[config.mk]
export PLATFORM = sky130hd
export DESIGN_NAME = sample_assembler
export DESIGN_NICKNAME = d
export VERILOG_FILES = /design/src/rtl/sample_assembler.sv
export SDC_FILE = /design/constraint.sdc
export NUM_CORES = 1
export LEC_CHECK = 0
export BUFFER_PORTS_ARGS = -buffer_cell sky130_fd_sc_hd__buf_2
export CAP_MARGIN = 20
export CORE_MARGIN = 2
export CORE_UTILIZATION = 41
export DETAILED_ROUTE_END_ITERATION = 7
export GPL_TIMING_DRIVEN = 0
export PLACE_DENSITY = 0.72
export SLEW_MARGIN = 20
export SYNTH_ARGS = -nofsm -noshare
export SYNTH_HDL_FRONTEND = slang
export SYNTH_SLANG_ARGS = --single-unit
[constraint.sdc]
create_clock -name clk -period 3 [get_ports clk]
set_input_delay 0.15 -clock clk [delete_from_list [all_inputs] [get_ports clk]]
set_output_delay 0.15 -clock clk [all_outputs]
set_load 0.02 [all_outputs]
[src/rtl/sample_assembler.sv]
// Packs a UART byte stream into multi-channel signed sample frames with a
// double-buffered output. Optional inter-byte timeout: SAMPLE_ASSEMBLER_TIMEOUT_EN.
module sample_assembler #(
    parameter int WIDTH          = 16,
    parameter int CHANNELS       = 2,
    parameter int BIG_ENDIAN     = 1,
    parameter int TIMEOUT_CYCLES = 1024
) (
    input  logic                                clk,
    input  logic                                rst,
    input  logic                                start_i,
    input  logic [7:0]                          data_uart_i,
    input  logic                                data_valid_i,
    input  logic                                ready_i,
    output logic signed [CHANNELS*WIDTH-1:0]    data_o,
    output logic                                merge_finished_o,
    output logic                                overrun_o,
    output logic                                sync_err_o
);

    localparam int FW  = CHANNELS * WIDTH;
    localparam int BPC = WIDTH / 8;
    localparam int NB  = FW / 8;
    localparam int CW  = (NB > 1) ? $clog2(NB) : 1;
    localparam logic [CW-1:0] LAST = CW'(NB - 1);

    // Handshake: a byte is taken on any edge where start_i && data_valid_i;
    // a frame is handed off on any edge where merge_finished_o && ready_i.
    typedef enum logic {
        COLLECT = 1'b0,
        HOLD    = 1'b1
    } state_t;

    state_t          state_q, state_d;
    logic [CW-1:0]   cnt_q, cnt_d;
    logic [FW-1:0]   asm_q, asm_d;
    logic [FW-1:0]   data_q, data_d;
    logic            overrun_q, overrun_d;
    logic [FW-1:0]   wr_mask;
    logic [FW-1:0]   frame;
    logic            accept;
    logic            frame_done;
    logic            timeout;

    assign accept     = start_i && data_valid_i;
    assign frame_done = accept && (cnt_q == LAST);

    // Byte count j maps to a fixed byte lane of the frame; the mapping is a
    // permutation so each mask byte has exactly one driver.
    for (genvar j = 0; j < NB; j++) begin : g_lane
        localparam int CH   = j / BPC;
        localparam int K    = j % BPC;
        localparam int LANE = (CHANNELS - 1 - CH) * BPC + ((BIG_ENDIAN != 0) ? (BPC - 1 - K) : K);
        assign wr_mask[LANE*8 +: 8] = {8{accept && (cnt_q == CW'(j))}};
    end

    assign frame = (asm_q & ~wr_mask) | ({NB{data_uart_i}} & wr_mask);

`ifdef SAMPLE_ASSEMBLER_TIMEOUT_EN
    localparam int GW = $clog2(TIMEOUT_CYCLES + 1);

    logic [GW-1:0] gap_q, gap_d;
    logic          sync_q;

    always_comb begin
        gap_d   = '0;
        timeout = 1'b0;
        if (!accept && (cnt_q != '0)) begin
            if (gap_q == GW'(TIMEOUT_CYCLES - 1)) begin
                timeout = 1'b1;
            end else begin
                gap_d = gap_q + 1'b1;
            end
        end
    end

    always_ff @(posedge clk) begin
        if (rst) begin
            gap_q  <= '0;
            sync_q <= 1'b0;
        end else begin
            gap_q  <= gap_d;
            sync_q <= timeout;
        end
    end

    assign sync_err_o = sync_q;
`else
    assign timeout    = 1'b0;
    assign sync_err_o = 1'b0;
`endif

    always_comb begin
        cnt_d = cnt_q;
        if (timeout) begin
            cnt_d = '0;
        end else if (accept) begin
            cnt_d = frame_done ? '0 : cnt_q + 1'b1;
        end
    end

    // The assembly register restarts empty after a completed or dropped frame.
    assign asm_d = (timeout || frame_done) ? '0 : frame;

    always_comb begin
        state_d   = state_q;
        data_d    = data_q;
        overrun_d = overrun_q;
        case (state_q)
            COLLECT: begin
                if (frame_done) begin
                    data_d  = frame;
                    state_d = HOLD;
                end
            end
            HOLD: begin
                if (frame_done) begin
                    if (ready_i) begin
                        data_d = frame;
                    end else begin
                        overrun_d = 1'b1;
                    end
                end else if (ready_i) begin
                    state_d = COLLECT;
                end
            end
            default: state_d = COLLECT;
        endcase
    end

    always_ff @(posedge clk) begin
        if (rst) begin
            state_q   <= COLLECT;
            cnt_q     <= '0;
            asm_q     <= '0;
            data_q    <= '0;
            overrun_q <= 1'b0;
        end else begin
            state_q   <= state_d;
            cnt_q     <= cnt_d;
            asm_q     <= asm_d;
            data_q    <= data_d;
            overrun_q <= overrun_d;
        end
    end

    assign data_o           = data_q;
    assign merge_finished_o = (state_q == HOLD);
    assign overrun_o        = overrun_q;

endmodule

==> flow_summary_export.csv, run 1 <==
group,metric,value,unit
yosys,synth_seq_area_share,0.454,
hold_path,min_path_cells,3,
power_and_ir_drop,ir_drop,0.000317,V
setup_path,reg2reg_slack,1.16,ns
hold_path,min_path_type,"in2reg",
setup_path,reg2reg_depth,6,
layout,fill_cells,596,
grt,grt-ovfl-total,0,
yosys,post-synth-top-count-cell,"dfxtp_1",
grt,grt_pass1_wl,9.69,mm
setup_path,worstReg2RegEnd,"asm_q[22]",
power_and_ir_drop,sequentialPowerShare,0.483,
sta,worstMarginPinSlew,0.745,ns
sta,fmax,544,MHz
layout,post-route-util,0.501,
cts,cts_buffer_depth,2,
sta,relSlewSlack,0.503,
setup_path,cp_data_required_time,3.23,ns
sta,fin_skew,0.0100,ns
yosys,synth_commonest_cells,"60 x dfxtp_1, 48 x mux2i_1, 34 x a21oi_1",
layout,layout-drive-gt1-share,0.335,
setup_path,critical_path_arrival,2.07,ns
floorplan,core,6310,µm²
floorplan,dieArea,7110,µm²
layout,antenna-diode-count,0,
routing,vias,2023,
grt,grtUsageTotal,0.177,
layout,seqCellArea,1200,µm²
routing,via_per_inst,5.19,
power_and_ir_drop,netSwitchingFraction,0.240,
sta,slew_viol_final,0,
routing,routed_wl,6.08,mm
routing,wl_per_cell,15.6,µm
yosys,syn_inst,254,
yosys,synth_top_area_cell,"dfxtp_1",
hold_path,hold_start,"start_i",
setup_path,worstSetupStartpointType,"register",
floorplan,initial_core_util,0.419,
yosys,synthFlopType,"dfxtp_1",
placement,finalWeightedCongestion,0.801,
routing,drt-pass1-iter-count,4,
placement,portBuffers,43,
sta,period_needed,1.84,ns
layout,area_delta_synth_final,19.4,%
floorplan,fp-row-count,29,
floorplan,die_x,84.3,µm
yosys,yosys_register_bits,60,
layout,multi_input_area,1290,µm²
sta,finalHoldViolations,0,
power_and_ir_drop,comb_power_share,0.075,
cts,cts_sinks,60,
cts,cts_htree_levels,3,
cts,clk_pin_slew,0.07,ns
hold_path,whs_endpoint,"cnt_q[1]",
cts,numCtsBuffers,9,
yosys,synthArstFlopShare,0,
grt,antenna_found_initial,0,
power_and_ir_drop,power_density,534,nW/µm²
setup_path,crit_type,"reg2reg",
floorplan,io_pins,48,
yosys,avgSynthCellArea,10.4,µm²
routing,drc,0,
cts,clock-root-buffer,"clkbuf_8",
power_and_ir_drop,netSwitchingPower,0.000405,W
routing,ant_nets,0,
yosys,synth_fp_nets,271,
power_and_ir_drop,clockPowerShare,0.442,
power_and_ir_drop,power.total,0.00169,W
setup_path,startpoint,"cnt_q[1]",
setup_path,reg2reg_from,"cnt_q[1]",
yosys,synth_edf_count,0,
sta,fin_crit_sh,0.613,
grt,grt_pass1_vias,1938,
cts,postCtsHoldBufs,0,
cts,clk-insertion-delay-late,0.34,ns
yosys,yosys_warnings,0,
yosys,synthTopCellsByArea,"dfxtp_1 45%, mux2i_1 18%, a211oi_2 9.5%, a21oi_1 6.4%, nor2_1 3.7%",
cts,cts-resized-gates,0,
run,maxCapViolations,0,
sta,final.setup.tns,0,ns
setup_path,cp-end-kind,"register",
power_and_ir_drop,p_leak,1.42,nW
status,run_status,"finished clean",
placement,hpwl,4.18,mm
grt,grt_max_degree,11,
power_and_ir_drop,p_int,0.00128,W
layout,fin_nets,325,
sta,finalSetupViolCount,0,
sta,grt_setup_unrepaired,"no",
setup_path,critPathMaxFanout,9,
floorplan,die_h,84.3,µm
routing,first_iter_violations,130,
cts,cts_tree,"built",
yosys,synth_cell_type_count,21,
yosys,synth_top_area_frac,0.454,
cts,postCtsSetupRepairBufs,0,
yosys,synth_area,2650,µm²
## routing by layer
metal  share of wire  vias to the layer above  GRT usage
met5               0                        -          0
li1                -                     1008          -
met4           0.019                        0     0.0794
met1            0.48                      951      0.237
met2            0.45                       55      0.269
met3           0.055                        9     0.0472
## cell usage in the layout, fill, tap and decap left out, drive strengths merged, types with 2 or more instances in the layout
master,count
a21bo,8
a21oi,34
clkbuf,22
nand3,13
dfxtp,60
nand2b,2
mux2i,48
nor2,26
inv,2
ha,4
clkinv,2
a211oi,24
nand2,2
buf,59
## power groups by stage
stage / logic (W) / clock network (W) / registers, W
2_1_floorplan: 0.0000874 / 0 / 0.000833
3_3_place_gp: 0.000123 / 0 / 0.000832
3_5_place_dp: 0.000126 / 0 / 0.000833
4_1_cts: 0.000127 / 0.000758 / 0.000815
5_1_grt: 0.000136 / 0.000809 / 0.000815
6_report: 0.000127 / 0.000746 / 0.000815
## logic make-up after synthesis
| family | share of synthesized area |
|---|---|
| flip-flops | 0.454 |
| AO/OA/AOI/OAI | 0.204 |
| AND/OR/NAND/NOR | 0.0766 |
| buffers and inverters | 0.0601 |
| other | 0.00142 |
| adder cells (fa/ha/maj) | 0.0189 |
| multiplexers | 0.182 |
| XOR/XNOR | 0.00331 |
## worst max-delay path by stage
stage,end,slack [ns],cells past startpoint
3_3_place_gp,asm_q[10],1.21,6
5_1_grt,asm_q[22],1.03,6
6_report,asm_q[22],1.16,6
2_1_floorplan,asm_q[10],1.50,6
4_1_cts,asm_q[8],1.16,6
3_5_place_dp,asm_q[8],1.19,6
## registers in the layout, indices dropped and copies added (netlist names)
name and count:
asm_q 24, cnt_q 2, data_o 32, merge_finished_o 1
overrun_o 1
## layout make-up
class	count	area share
sequential	60	0.380
clock buffer	12	0.0491
buffer	26	0.0479
timing repair buffer	43	0.0681
tap	77	0.0305
clock inverter	4	0.0150
inverter	2	0.00238
multi-input combinational	166	0.407
## through the flow
stage	area [µm²]	worst slack (ns)	hold WS [ns]	cells
after floorplan	2650	1.50	0.294	254
after global placement	2960	1.21	0.438	374
after detailed placement	2960	1.19	0.449	374
after CTS	3160	1.16	0.0945	390
after global routing	3160	1.03	0.106	390
final	3160	1.16	0.105	390
## critical path: stages, from the launching register on
cell	delay [ns]
dfxtp_1	0.34
inv_1	0.09
ha_1	0.15
buf_2	0.30
nand3_1	0.48
mux2i_1	0.32
nor2_1	0.06
(Power assumes the default switching activity.)
==> inputs of run 2 (changes only) <==
==> constraint.sdc (replaced) <==
create_clock -name clk -period 1.8 [get_ports clk]
set_input_delay 0.09 -clock clk [delete_from_list [all_inputs] [get_ports clk]]
set_output_delay 0.09 -clock clk [all_outputs]
set_load 0.02 [all_outputs]
==> flow_summary_export.csv, run 2 (synthesis gave the netlist of run 1 again) <==
group,metric,value,unit
floorplan,die_h,84.3,µm
sta,fin_crit_sh,0.897,
setup_path,reg2reg_from,"cnt_q[0]",
layout,largest_reg_flops,32,
power_and_ir_drop,p_leak,1.42,nW
grt,grt_max_degree,11,
power_and_ir_drop,power_density,887,nW/µm²
setup_path,crit_path_cell_trace,"inv_1 -> ha_1 -> buf_2 -> nand3_2 -> mux2i_1 -> nor2_1",
cts,numCtsBuffers,9,
cts,cts_buffer_depth,2,
placement,hpwl,4.18,mm
routing,drt-pass1-iter-count,4,
grt,antenna_found_initial,0,
layout,layout_common_cells,"60 x dfxtp_1, 53 x buf_2, 48 x mux2i_1",
hold_path,whs_endpoint,"cnt_q[1]",
sta,fin_skew,0.00801,ns
sta,period_needed,1.62,ns
grt,grtUsageTotal,0.178,
layout,fin_nets,325,
setup_path,critPathMaxFanout,9,
hold_path,min_path_type,"in2reg",
routing,routed_wl,6.09,mm
sta,slew_viol_final,0,
status,run_status,"finished clean",
run,maxCapViolations,0,
routing,drc,0,
setup_path,crit_type,"reg2reg",
grt,grt-ovfl-total,0,
hold_path,min_path_cells,3,
sta,final.setup.tns,0,ns
layout,layout-drive-gt1-share,0.345,
setup_path,critical_path_arrival,1.84,ns
placement,finalWeightedCongestion,0.801,
layout,fill_cells,592,
cts,clock-root-buffer,"clkbuf_8",
setup_path,reg2reg_slack,0.18,ns
setup_path,worstSetupStartpointType,"register",
setup_path,reg2reg_depth,6,
routing,wl_per_cell,15.6,µm
cts,cts_htree_levels,3,
sta,fmax,619,MHz
sta,relSlewSlack,0.509,
setup_path,cp-end-kind,"register",
cts,clk_pin_slew,0.07,ns
setup_path,crit_family,"buffers and inverters",
layout,area_delta_synth_final,20.0,%
sta,hold_slack,0.0441,ns
setup_path,cp_num_buf_inv,2,
sta,finalHoldViolations,0,
sta,finalSetupViolCount,0,
floorplan,fp-row-count,29,
routing,via_per_inst,5.20,
floorplan,initial_core_util,0.419,
placement,dpl_worst_slack,-0.0138,ns
setup_path,cp_data_required_time,2.02,ns
floorplan,core,6310,µm²
grt,grt_pass1_vias,1951,
cts,cts_sinks,60,
sta,layout_setup_ws,0.185,ns
sta,grt_setup_unrepaired,"no",
power_and_ir_drop,power.total,0.00282,W
layout,antenna-diode-count,0,
cts,cts_tree,"built",
setup_path,worstReg2RegEnd,"asm_q[8]",
floorplan,dieArea,7110,µm²
cts,clk-insertion-delay-late,0.34,ns
setup_path,slowest_delay,0.33,ns
routing,vias,2029,
floorplan,io_pins,48,
floorplan,die_x,84.3,µm
routing,first_iter_violations,95,
layout,final_common_cell,"dfxtp_1",
power_and_ir_drop,ir_drop,0.000528,V
hold_path,hold_start,"start_i",
setup_path,slowest_stage,"dfxtp_1",
placement,portBuffers,43,
grt,grt_pass1_wl,9.75,mm
sta,worstMarginPinSlew,0.736,ns
routing,ant_nets,0,
==> run 2: layer usage <==
metal,vias to the layer above,routed length (µm),GRT usage
met2,59,2800,0.271
met4,0,114,0.0794
met5,-,0,0
met3,9,340,0.0472
met1,952,2840,0.237
li1,1009,-,-
==> run 2: report_power, final <==
part           leakage, nW  switching (W)  total [W]  internal (W)
combinational        0.836       0.000132   0.000213     0.0000808
sequential           0.485      0.0000108    0.00136       0.00135
clock                0.102       0.000534    0.00124      0.000710
total                 1.42       0.000677    0.00282       0.00214
==> run 2: worst max path at each step <==
stage,cells past startpoint,endpoint,start,slack [ns]
floorplan,6,asm_q[10],cnt_q[0],0.30
global placement,6,asm_q[10],cnt_q[0],0.01
detailed placement,6,asm_q[8],cnt_q[0],-0.01
CTS,6,asm_q[30],cnt_q[0],0.02
global route,6,asm_q[22],cnt_q[1],0.05
finish,6,asm_q[8],cnt_q[0],0.18
==> run 2: what timing repair did <==
action,CTS,global route
setup buffers,0,0
gates resized for setup,2,1
endpoints found under the setup margin,16,8
hold buffers,0,0
==> run 2: area by class of cell <==
cell class,count,area (µm²),area share
buffer,26,151,0.0477
clock buffer,12,155,0.0489
clock inverter,4,47.5,0.0150
inverter,2,7.51,0.00236
multi-input combinational,166,1300,0.410
sequential,60,1200,0.378
tap,77,96.3,0.0303
timing repair buffer,43,215,0.0678
==> run 2: through the flow <==
stage,cells,instance area [µm²],util
detailed placement,374,2960,0.468
global route,390,3180,0.503
finish,390,3180,0.503
CTS,390,3170,0.502
floorplan,254,2650,-
global placement,374,2960,0.468
==> run 2: worst min-delay path: stages <==
cell and delay (ns):
buf_6 0.11, nand3_1 0.08, a21oi_1 0.05
